===== src/rtl/ext_periph_obi_demux.sv =====
// OBI 1-to-N demux for the external-peripheral bus: combinational decode and grant, in-order responses.
// Request/response paths are zero-latency; a request to a new target stalls until the previous target drains.
package testharness_pkg;
  typedef struct packed {
    logic [31:0] idx;
    logic [31:0] start_addr;
    logic [31:0] end_addr;
  } addr_map_rule_t;

  localparam int unsigned EXT_NPERIPHERALS = 6;
  localparam int unsigned EXT_PERIPHERALS_PORT_SEL_WIDTH = $clog2(EXT_NPERIPHERALS);
  localparam logic [31:0] EXT_PERIPHERAL_START_ADDRESS = 32'h3008_0000;

  // memcopy, AMS, IFFIFO, simple accelerator, im2col SPC, DLC
  localparam addr_map_rule_t [EXT_NPERIPHERALS-1:0] EXT_PERIPHERALS_ADDR_RULES = '{
    '{idx: 32'd5, start_addr: EXT_PERIPHERAL_START_ADDRESS + 32'h5000, end_addr: EXT_PERIPHERAL_START_ADDRESS + 32'h6000},
    '{idx: 32'd4, start_addr: EXT_PERIPHERAL_START_ADDRESS + 32'h4000, end_addr: EXT_PERIPHERAL_START_ADDRESS + 32'h5000},
    '{idx: 32'd3, start_addr: EXT_PERIPHERAL_START_ADDRESS + 32'h3000, end_addr: EXT_PERIPHERAL_START_ADDRESS + 32'h4000},
    '{idx: 32'd2, start_addr: EXT_PERIPHERAL_START_ADDRESS + 32'h2000, end_addr: EXT_PERIPHERAL_START_ADDRESS + 32'h3000},
    '{idx: 32'd1, start_addr: EXT_PERIPHERAL_START_ADDRESS + 32'h1000, end_addr: EXT_PERIPHERAL_START_ADDRESS + 32'h1100},
    '{idx: 32'd0, start_addr: EXT_PERIPHERAL_START_ADDRESS + 32'h0000, end_addr: EXT_PERIPHERAL_START_ADDRESS + 32'h1000}
  };
endpackage

module ext_periph_obi_demux
  import testharness_pkg::*;
#(
  parameter int unsigned                      NPorts    = EXT_NPERIPHERALS,
  parameter addr_map_rule_t [NPorts-1:0]      AddrRules = EXT_PERIPHERALS_ADDR_RULES,
  parameter int unsigned                      MaxTrans  = 2,
  parameter logic [31:0]                      ErrRdata  = 32'hBADCAB1E
) (
  input  logic                         clk_i,
  input  logic                         rst_ni,
  input  logic                         req_i,
  input  logic [31:0]                  addr_i,
  input  logic                         we_i,
  input  logic [3:0]                   be_i,
  input  logic [31:0]                  wdata_i,
  output logic                         gnt_o,
  output logic                         rvalid_o,
  output logic [31:0]                  rdata_o,
  output logic [NPorts-1:0]            per_req_o,
  output logic [NPorts-1:0][31:0]      per_addr_o,
  output logic [NPorts-1:0]            per_we_o,
  output logic [NPorts-1:0][3:0]       per_be_o,
  output logic [NPorts-1:0][31:0]      per_wdata_o,
  input  logic [NPorts-1:0]            per_gnt_i,
  input  logic [NPorts-1:0]            per_rvalid_i,
  input  logic [NPorts-1:0][31:0]      per_rdata_i,
  output logic                         unmapped_o
);

  localparam int unsigned TgtW = $clog2(NPorts) + 1;
  localparam int unsigned CntW = $clog2(MaxTrans + 1);
  localparam logic [TgtW-1:0] ErrTgt = TgtW'(NPorts);

  logic [TgtW-1:0] tgt, last_q, last_d;
  logic [CntW-1:0] cnt_q, cnt_d, err_pend_q, err_pend_d;
  logic            unmapped_q, unmapped_d;
  logic            hit, eligible, to_err, err_slot;
  logic            sel_gnt, sel_rvalid;
  logic [31:0]     sel_rdata;

  // Lowest matching rule wins; anything unmatched goes to the error slot.
  always_comb begin
    tgt = ErrTgt;
    hit = 1'b0;
    for (int k = 0; k < NPorts; k++) begin
      if (!hit && addr_i >= AddrRules[k].start_addr && addr_i < AddrRules[k].end_addr) begin
        hit = 1'b1;
        tgt = AddrRules[k].idx[TgtW-1:0];
      end
    end
  end

  always_comb begin
    sel_gnt    = 1'b0;
    sel_rvalid = 1'b0;
    sel_rdata  = '0;
    for (int p = 0; p < NPorts; p++) begin
      if (tgt == TgtW'(p)) sel_gnt = per_gnt_i[p];
      if (last_q == TgtW'(p)) begin
        sel_rvalid = per_rvalid_i[p];
        sel_rdata  = per_rdata_i[p];
      end
    end
  end

  assign to_err   = (tgt == ErrTgt);
  assign err_slot = (last_q == ErrTgt);
  assign eligible = (cnt_q < CntW'(MaxTrans)) && ((cnt_q == '0) || (tgt == last_q));

  always_comb begin
    per_req_o = '0;
    for (int p = 0; p < NPorts; p++) begin
      if (req_i && eligible && tgt == TgtW'(p)) per_req_o[p] = 1'b1;
    end
  end

  assign gnt_o    = rst_ni & req_i & eligible & (to_err | sel_gnt);
  assign rvalid_o = rst_ni & (cnt_q != '0) & (err_slot ? (err_pend_q != '0) : sel_rvalid);
  assign rdata_o  = err_slot ? ErrRdata : sel_rdata;

  assign per_addr_o  = {NPorts{addr_i}};
  assign per_we_o    = {NPorts{we_i}};
  assign per_be_o    = {NPorts{be_i}};
  assign per_wdata_o = {NPorts{wdata_i}};

  always_comb begin
    cnt_d      = cnt_q;
    err_pend_d = err_pend_q;
    last_d     = gnt_o ? tgt : last_q;
    unmapped_d = unmapped_q | (gnt_o & to_err);
    if (gnt_o && !rvalid_o)      cnt_d = cnt_q + CntW'(1);
    else if (!gnt_o && rvalid_o) cnt_d = cnt_q - CntW'(1);
    // The error responder drains one pending access per cycle, starting the cycle after its grant.
    if ((gnt_o && to_err) && !(rvalid_o && err_slot))      err_pend_d = err_pend_q + CntW'(1);
    else if (!(gnt_o && to_err) && (rvalid_o && err_slot)) err_pend_d = err_pend_q - CntW'(1);
  end

  always_ff @(posedge clk_i or negedge rst_ni) begin
    if (!rst_ni) begin
      cnt_q      <= '0;
      last_q     <= '0;
      err_pend_q <= '0;
      unmapped_q <= 1'b0;
    end else begin
      cnt_q      <= cnt_d;
      last_q     <= last_d;
      err_pend_q <= err_pend_d;
      unmapped_q <= unmapped_d;
    end
  end

  assign unmapped_o = unmapped_q;

endmodule

===== config.mk =====
export PLATFORM = sky130hd
export DESIGN_NAME = ext_periph_obi_demux
export DESIGN_NICKNAME = d
export VERILOG_FILES = /design/src/rtl/ext_periph_obi_demux.sv
export SDC_FILE = /design/constraint.sdc
export NUM_CORES = 1
export LEC_CHECK = 0
export BUFFER_PORTS_ARGS = -buffer_cell sky130_fd_sc_hd__buf_2
export CORE_AREA = 2 2 283 285
export DETAILED_ROUTE_END_ITERATION = 16
export DIE_AREA = 0 0 285 287
export SLEW_MARGIN = 20
export SYNTH_ARGS = -nofsm -noshare
export SYNTH_HDL_FRONTEND = slang
export SYNTH_SLANG_ARGS = --single-unit
export TNS_END_PERCENT = 30

===== constraint.sdc =====
create_clock -name clk_i -period 4.09 [get_ports clk_i]
set_input_delay 0.6135 -clock clk_i [delete_from_list [all_inputs] [get_ports clk_i]]
set_output_delay 0.6135 -clock clk_i [all_outputs]
set_load 0.03 [all_outputs]

==> results.md, run 1 <==
* Peak VDD IR at 118.6 uV
* Slew Limit Fails at 0
* Setup slack, reg-to-reg at 1.31 ns
* Final worst path period need at 3.528 ns
* CP Capture Type: output pin
* Setup_tns at 0 ns
* Largest stage delay, worst path at 0.43 ns
* Critical path type: primary input to output pin
* Status: finished clean
* Synthesized Nets at 1037
* R2R depth at 7
* Drt first-iter violations at 180
* Die area at 0.08180 mm^2
* Worst Setup SP: addr_i[22]
* I/O Pins at 731
* Largest net degree at the start of global routing at 36
* Fin. Hold Viols at 0
* Clk buf depth at 2
* CTS tree: done
* FFs w/ async S/R, synth at 1.000
* Post-synthesis register bit count at 8
* Vias in the first global route at 4672
* WP data arrival at 2.91 ns
* Final nets at 1024
* Cell count after placement at 1791
* RePlAce Congestion at 0.8344
* Global route total overflow at 0
* Number of distinct library cells after synthesis at 53
* Detailed-placement wirelength estimate at 26480 um
* Critical Path RT at 3.48 ns
* Pleak at 2.489 nW
* Max FO, Critical Path at 8
* Avg Cell Area, Syn at 7.492 um^2
* Crit share post-route at 0.8627
* Clock root buffer: clkbuf_16
* Clock slew at reported path FFs at 0.04 ns
* CP max stage cell: nor4_4
* Worst Setup Start Kind: primary input
* RSZ-0062 raised after global routing: false
* Die Ht at 287 um
* Final setup violation count at 0
* Fin util at 0.07649
* CTS buffer count at 3
* R2R Path Start: last_q[0]$_DFFE_PN0P_
* Crit-path cells: buf_2 -> nor4_4 -> nand4_2 -> nor3_2 -> o311a_1 -> and3_1 -> a31oi_4 -> nor4_1 -> buf_2
* Drt drc at 0
* CP endpoint: per_req_o[3]
* CTS H-tree depth at 1
* Antenna violations before repair at 25
* Hold-fix buffers at CTS at 0
* P&R area growth vs syn at 5.743%
* Worst r2r dst: cnt_q[1]$_DFFE_PN0P_
* Wirelength per Cell at 16.73 um
* PortBufs at 415
* Antenna Nets Post-Route at 0
* CTS resizes at 0
* Yosys warnings at 0
* Worst hold-check path type: primary input to asynchronous set/reset pin
* Fin cells at 1802
* Clk Latency, worst-skew pair at 0.24 ns
* Post-CTS setup buffers at 0
* Layout cells sized above 1 at 0.6523
* Total power at 1.165 mW
* Die width at 285 um
* Via density at 2.705
* Max Cap Viol at 0
* # rows at 103
* Most used cell along the critical path: buf_2
* Drt total wl at 30150 um
* Starting density of the core at 0.07234
* Layout Skew at 0.002450 ns
* Sequential area share after synthesis at 0.03520
* Synth Instances at 759
* Detailed-route via count at 4874
* Sink Count at 8
* Max-slew headroom at 0.4575
* Main flop type after synthesis: dfrtp_1
* Pre-Repair DR Iteration Count at 6
* Cell Pwr Density at 193.7 mW/mm^2
* Total core area at 0.07861 mm^2
* Post-synth EDFFs at 0
* Pin slew with the least headroom to its limit at 0.8129 ns
* Mapped Area at 0.005687 mm^2
* Gr usage total at 0.06819
* Max Clk Rate at 283.4 MHz
* First-pass GRT wire length at 37940 um
## layer usage
| metal | vias up | track usage | part of all wire |
|---|---|---|---|
| met5 | - | 0 | 0.0024 |
| met4 | 12 | 0.03272 | 0.058 |
| li1 | 2146 | - | - |
| met3 | 138 | 0.04127 | 0.15 |
| met1 | 2112 | 0.06860 | 0.34 |
| met2 | 466 | 0.1119 | 0.44 |
## synth_stat cells (all sizes together), types with 2 or more instances
cell	count	area [um^2]
buf	421	3149
a21oi	56	284.0
o21ai	46	234.0
nand2	39	146.4
clkbuf	26	127.6
nor3	24	152.6
mux2	15	168.9
o31ai	15	112.6
a221oi	14	122.6
mux4	14	315.3
nor2	14	52.55
a31oi	10	83.83
dfrtp	8	200.2
mux2i	8	80.08
nor4	6	80.07
inv	5	18.77
xor2	5	43.79
nor2b	3	18.77
xnor2	3	26.28
ha	2	25.02
nand2b	2	12.51
nand3	2	10.01
nor3b	2	20.02
nor4b	2	30.03
o211ai	2	15.01
## how the worst min path moves through the flow
| stage | slack (ns) | startpoint | to | depth (start not counted) |
|---|---|---|---|---|
| CTS | 0.26 | rst_ni | err_pend_q[0]$_DFFE_PN0P_ | 1 |
| global placement | 0.47 | unmapped_o$_DFF_PN0_ | unmapped_o$_DFF_PN0_ | 1 |
| detailed placement | 0.47 | unmapped_o$_DFF_PN0_ | unmapped_o$_DFF_PN0_ | 1 |
| global route | 0.27 | rst_ni | err_pend_q[1]$_DFFE_PN0P_ | 1 |
| finish | 0.26 | rst_ni | err_pend_q[1]$_DFFE_PN0P_ | 1 |
| floorplan | 0.32 | rst_ni | cnt_q[0]$_DFFE_PN0P_ | 0 |
## power breakdown
part           switching, mW  internal [mW]  leakage, nW
logic                  0.559          0.296         2.37
clock network         0.0412          0.130       0.0382
registers             0.0332          0.105       0.0850
total                  0.634          0.531         2.49
## layout make-up
cell class / count / area (um^2)
timing repair buffer: 429 / 2182
clock buffer: 4 / 78.83
inverter: 5 / 18.77
sequential: 8 / 209.0
tap: 1050 / 1314
multi-input combinational: 299 / 2193
fill: 9270 / 72600
antenna: 7 / 17.52
## worst max-delay path: cells and delay by family
kind,cells,cell delay [ns]
buffers and inverters,2,0.40
and+or+nand+nor,5,1.46
AOI/OAI and AO/OA,2,0.43
## metrics by stage
step	cell area [um^2]	setup slack [ns]	hold WS, ns
floorplan	5687	0.6399	0.3179
global placement	5917	0.5415	0.4710
detailed placement	5917	0.5074	0.4702
CTS	5996	0.4818	0.2586
global route	6006	0.3823	0.2731
finish	6013	0.5616	0.2560
## kinds of logic (layout without fill, tap and decap cells)
family,after synthesis,count (layout),synth area share
mux,37,37,0.09923
simple gates,101,101,0.1030
compound gates,151,151,0.1663
other cells,0,7,0
buf+inv,452,438,0.5795
xor+xnor,8,8,0.01232
fa+ha+maj,2,2,0.004400
flops,8,8,0.03520
## flip-flops by register name (all words and copies together) (netlist names)
| register | flops |
|---|---|
| cnt_q | 2 |
| err_pend_q | 2 |
| last_q | 3 |
| unmapped_o | 1 |
## placed cells by master (no fill, tap or decap), types with 3 or more instances in the layout
cell type / n
buf_2: 415
a21oi_1: 55
o21ai_0: 45
nand2_1: 39
nor3_1: 20
o31ai_1: 15
mux4_2: 14
a221oi_1: 14
buf_4: 14
nor2_1: 13
mux2_2: 13
mux2i_1: 8
a31oi_1: 8
diode_2: 7
xor2_1: 5
dfrtp_1: 5
inv_1: 3
nor2b_1: 3
xnor2_1: 3
clkbuf_16: 3
(Power assumes the default switching activity.)
==> inputs of run 2 (changes only) <==
--- a/config.mk
+++ b/config.mk
@@ -9,6 +9,7 @@
 export CORE_AREA = 2 2 283 285
 export DETAILED_ROUTE_END_ITERATION = 16
 export DIE_AREA = 0 0 285 287
+export PLACE_DENSITY_LB_ADDON = 0.12
 export SLEW_MARGIN = 20
 export SYNTH_ARGS = -nofsm -noshare
 export SYNTH_HDL_FRONTEND = slang
==> run 2 against run 1 <==
  * Combinational power fell by 1%
  * Sequential power barely moved
  * Clock power barely moved
  * Critical endpoint is now per_req_o[4]
==> results.md, run 2 (same netlist as run 1, synthesis figures left out) <==
* Detailed-placement wirelength estimate at 23620 um
* Most used cell along the critical path: buf_2
* Final worst path period need at 3.596 ns
* RSZ-0062 raised after global routing: false
* P&R area growth vs syn at 6.139%
* Antenna violations before repair at 4
* Critical Path RT at 3.48 ns
* Layout cells sized above 1 at 0.6555
* First-pass GRT wire length at 37030 um
* Detailed-route via count at 4631
* Max Cap Viol at 0
* Pleak at 2.509 nW
* CTS tree: done
* Buf/Inv on CP at 2
* Commonest non-fill, non-tap cells in the layout: 415 x buf_2, 55 x a21oi_1, 45 x o21ai_0, 39 x nand2_1, 19 x nor3_1
* Antenna Nets Post-Route at 0
* Area occupied by multi-input gates at 0.002203 mm^2
* Largest stage delay, worst path at 0.63 ns
* Vias in the first global route at 4955
* CTS buffer count at 3
* Wirelength per Cell at 15.26 um
* Final setup violation count at 0
* Final nets at 1028
* Via density at 2.574
* Fill cells at 9486
* Post-CTS setup buffers at 0
* Cell Pwr Density at 190.3 mW/mm^2
* WP data arrival at 2.98 ns
* Crit-path cells: buf_2 -> nor4_2 -> a22oi_1 -> nor3_2 -> xnor2_1 -> and3_1 -> a31oi_4 -> nor4b_2 -> buf_2
* Biggest register: last_q
* Max reg flops at 3
* Largest net degree at the start of global routing at 33
* Slew Limit Fails at 0
* Register area at 209.0 um^2
* Max-slew headroom at 0.4459
* Die Ht at 287 um
* Status: finished clean
* RePlAce Congestion at 0.7107
* Clk buf depth at 2
* Clock root buffer: clkbuf_16
* Pre-Repair DR Iteration Count at 4
* Pin slew with the least headroom to its limit at 0.8312 ns
* Final setup margin at 0.4939 ns
* Starting density of the core at 0.07234
* Worst Setup Start Kind: primary input
* Worst hold-check path type: primary input to asynchronous set/reset pin
* Setup slack, reg-to-reg at 1.40 ns
* Pre-CTS WS at 0.4088 ns
* Most common cell after layout, fill and taps aside: buf_2
* Hold-fix buffers at CTS at 0
* Clk Latency, worst-skew pair at 0.23 ns
* CTS resizes at 0
* Total core area at 0.07861 mm^2
* Layout Skew at 0.003163 ns
* I/O Pins at 731
* Antenna Cells at 0
* Fin. Hold Viols at 0
* Critical path type: primary input to output pin
* Setup_tns at 0 ns
* CP Capture Type: output pin
* Top flop regs: last_q (3), cnt_q (2), err_pend_q (2)
* Crit share post-route at 0.8792
* Drt drc at 0
* Sink Count at 8
* # rows at 103
* Die area at 0.08180 mm^2
* Global route total overflow at 0
* Max FO, Critical Path at 8
* Drt total wl at 27460 um
* CP max stage cell: nor4_2
* PortBufs at 415
* Gr usage total at 0.06209
* Peak VDD IR at 110.0 uV
* Clock slew at reported path FFs at 0.04 ns
* Drt first-iter violations at 92
* Die width at 285 um
* CTS H-tree depth at 1
* Max Clk Rate at 278.1 MHz
* Critical path's top delay family: simple AND/OR/NAND/NOR gates
==> run 2: cell count changes in the layout (fill, tap and decap cells not counted), sizes merged <==
cell	delta
diode	-7
buf	+4
==> run 2: area by class of cell <==
type,count,area share
inverters,5,0.003109
clock buffers,4,0.01306
flip-flops and latches,8,0.03462
repair buffers,433,0.3665
well taps,1050,0.2177
multi-input cells,299,0.3650
==> run 2: per-stage QoR <==
stage	util	hold slack [ns]	total power [mW]	std cells	cell area (um^2)
6_report	0.07678	0.2516	1.149	1799	6036
3_3_place_gp	0.07565	0.4963	1.014	1795	5947
2_1_floorplan	-	0.3179	1.227	759	5687
4_1_cts	0.07678	0.2559	1.183	1799	6036
3_5_place_dp	0.07578	0.4830	1.004	1795	5957
5_1_grt	0.07678	0.2652	1.245	1799	6036
==> run 2: worst register-to-register path, stage by stage, from the launching register on <==
cell,delay (ns)
dfrtp_4,0.70
buf_4,0.45
xnor2_1,0.17
and3_1,0.20
a31oi_4,0.34
nor2_1,0.11
ha_1,0.34
nor2_1,0.14
xor2_1,0.15
==> run 2: report_power, final <==
part,switching (mW),leakage [nW],internal [mW]
clock network,0.0395,0.0382,0.130
logic,0.545,2.39,0.298
registers,0.0309,0.0850,0.105
total,0.615,2.51,0.533
==> run 2: final timing paths <==
check	depth (start not counted)	endpoint	start
min in group clk_i	1	err_pend_q[1]$_DFFE_PN0P_	err_pend_q[1]$_DFFE_PN0P_
max	9	per_req_o[4]	addr_i[8]
max reg2reg	8	err_pend_q[1]$_DFFE_PN0P_	last_q[0]$_DFFE_PN0P_
max in group asynchronous	1	last_q[0]$_DFFE_PN0P_	rst_ni
min reg2reg	1	err_pend_q[1]$_DFFE_PN0P_	err_pend_q[1]$_DFFE_PN0P_
min	1	last_q[1]$_DFFE_PN0P_	rst_ni
==> run 2: metal layers <==
metal,share of wire,global-route usage,vias up
li1,-,-,2145
met1,0.41,0.07598,2152
met2,0.46,0.1009,259
met3,0.086,0.02190,71
met4,0.035,0.02107,4
met5,0.0011,0,-
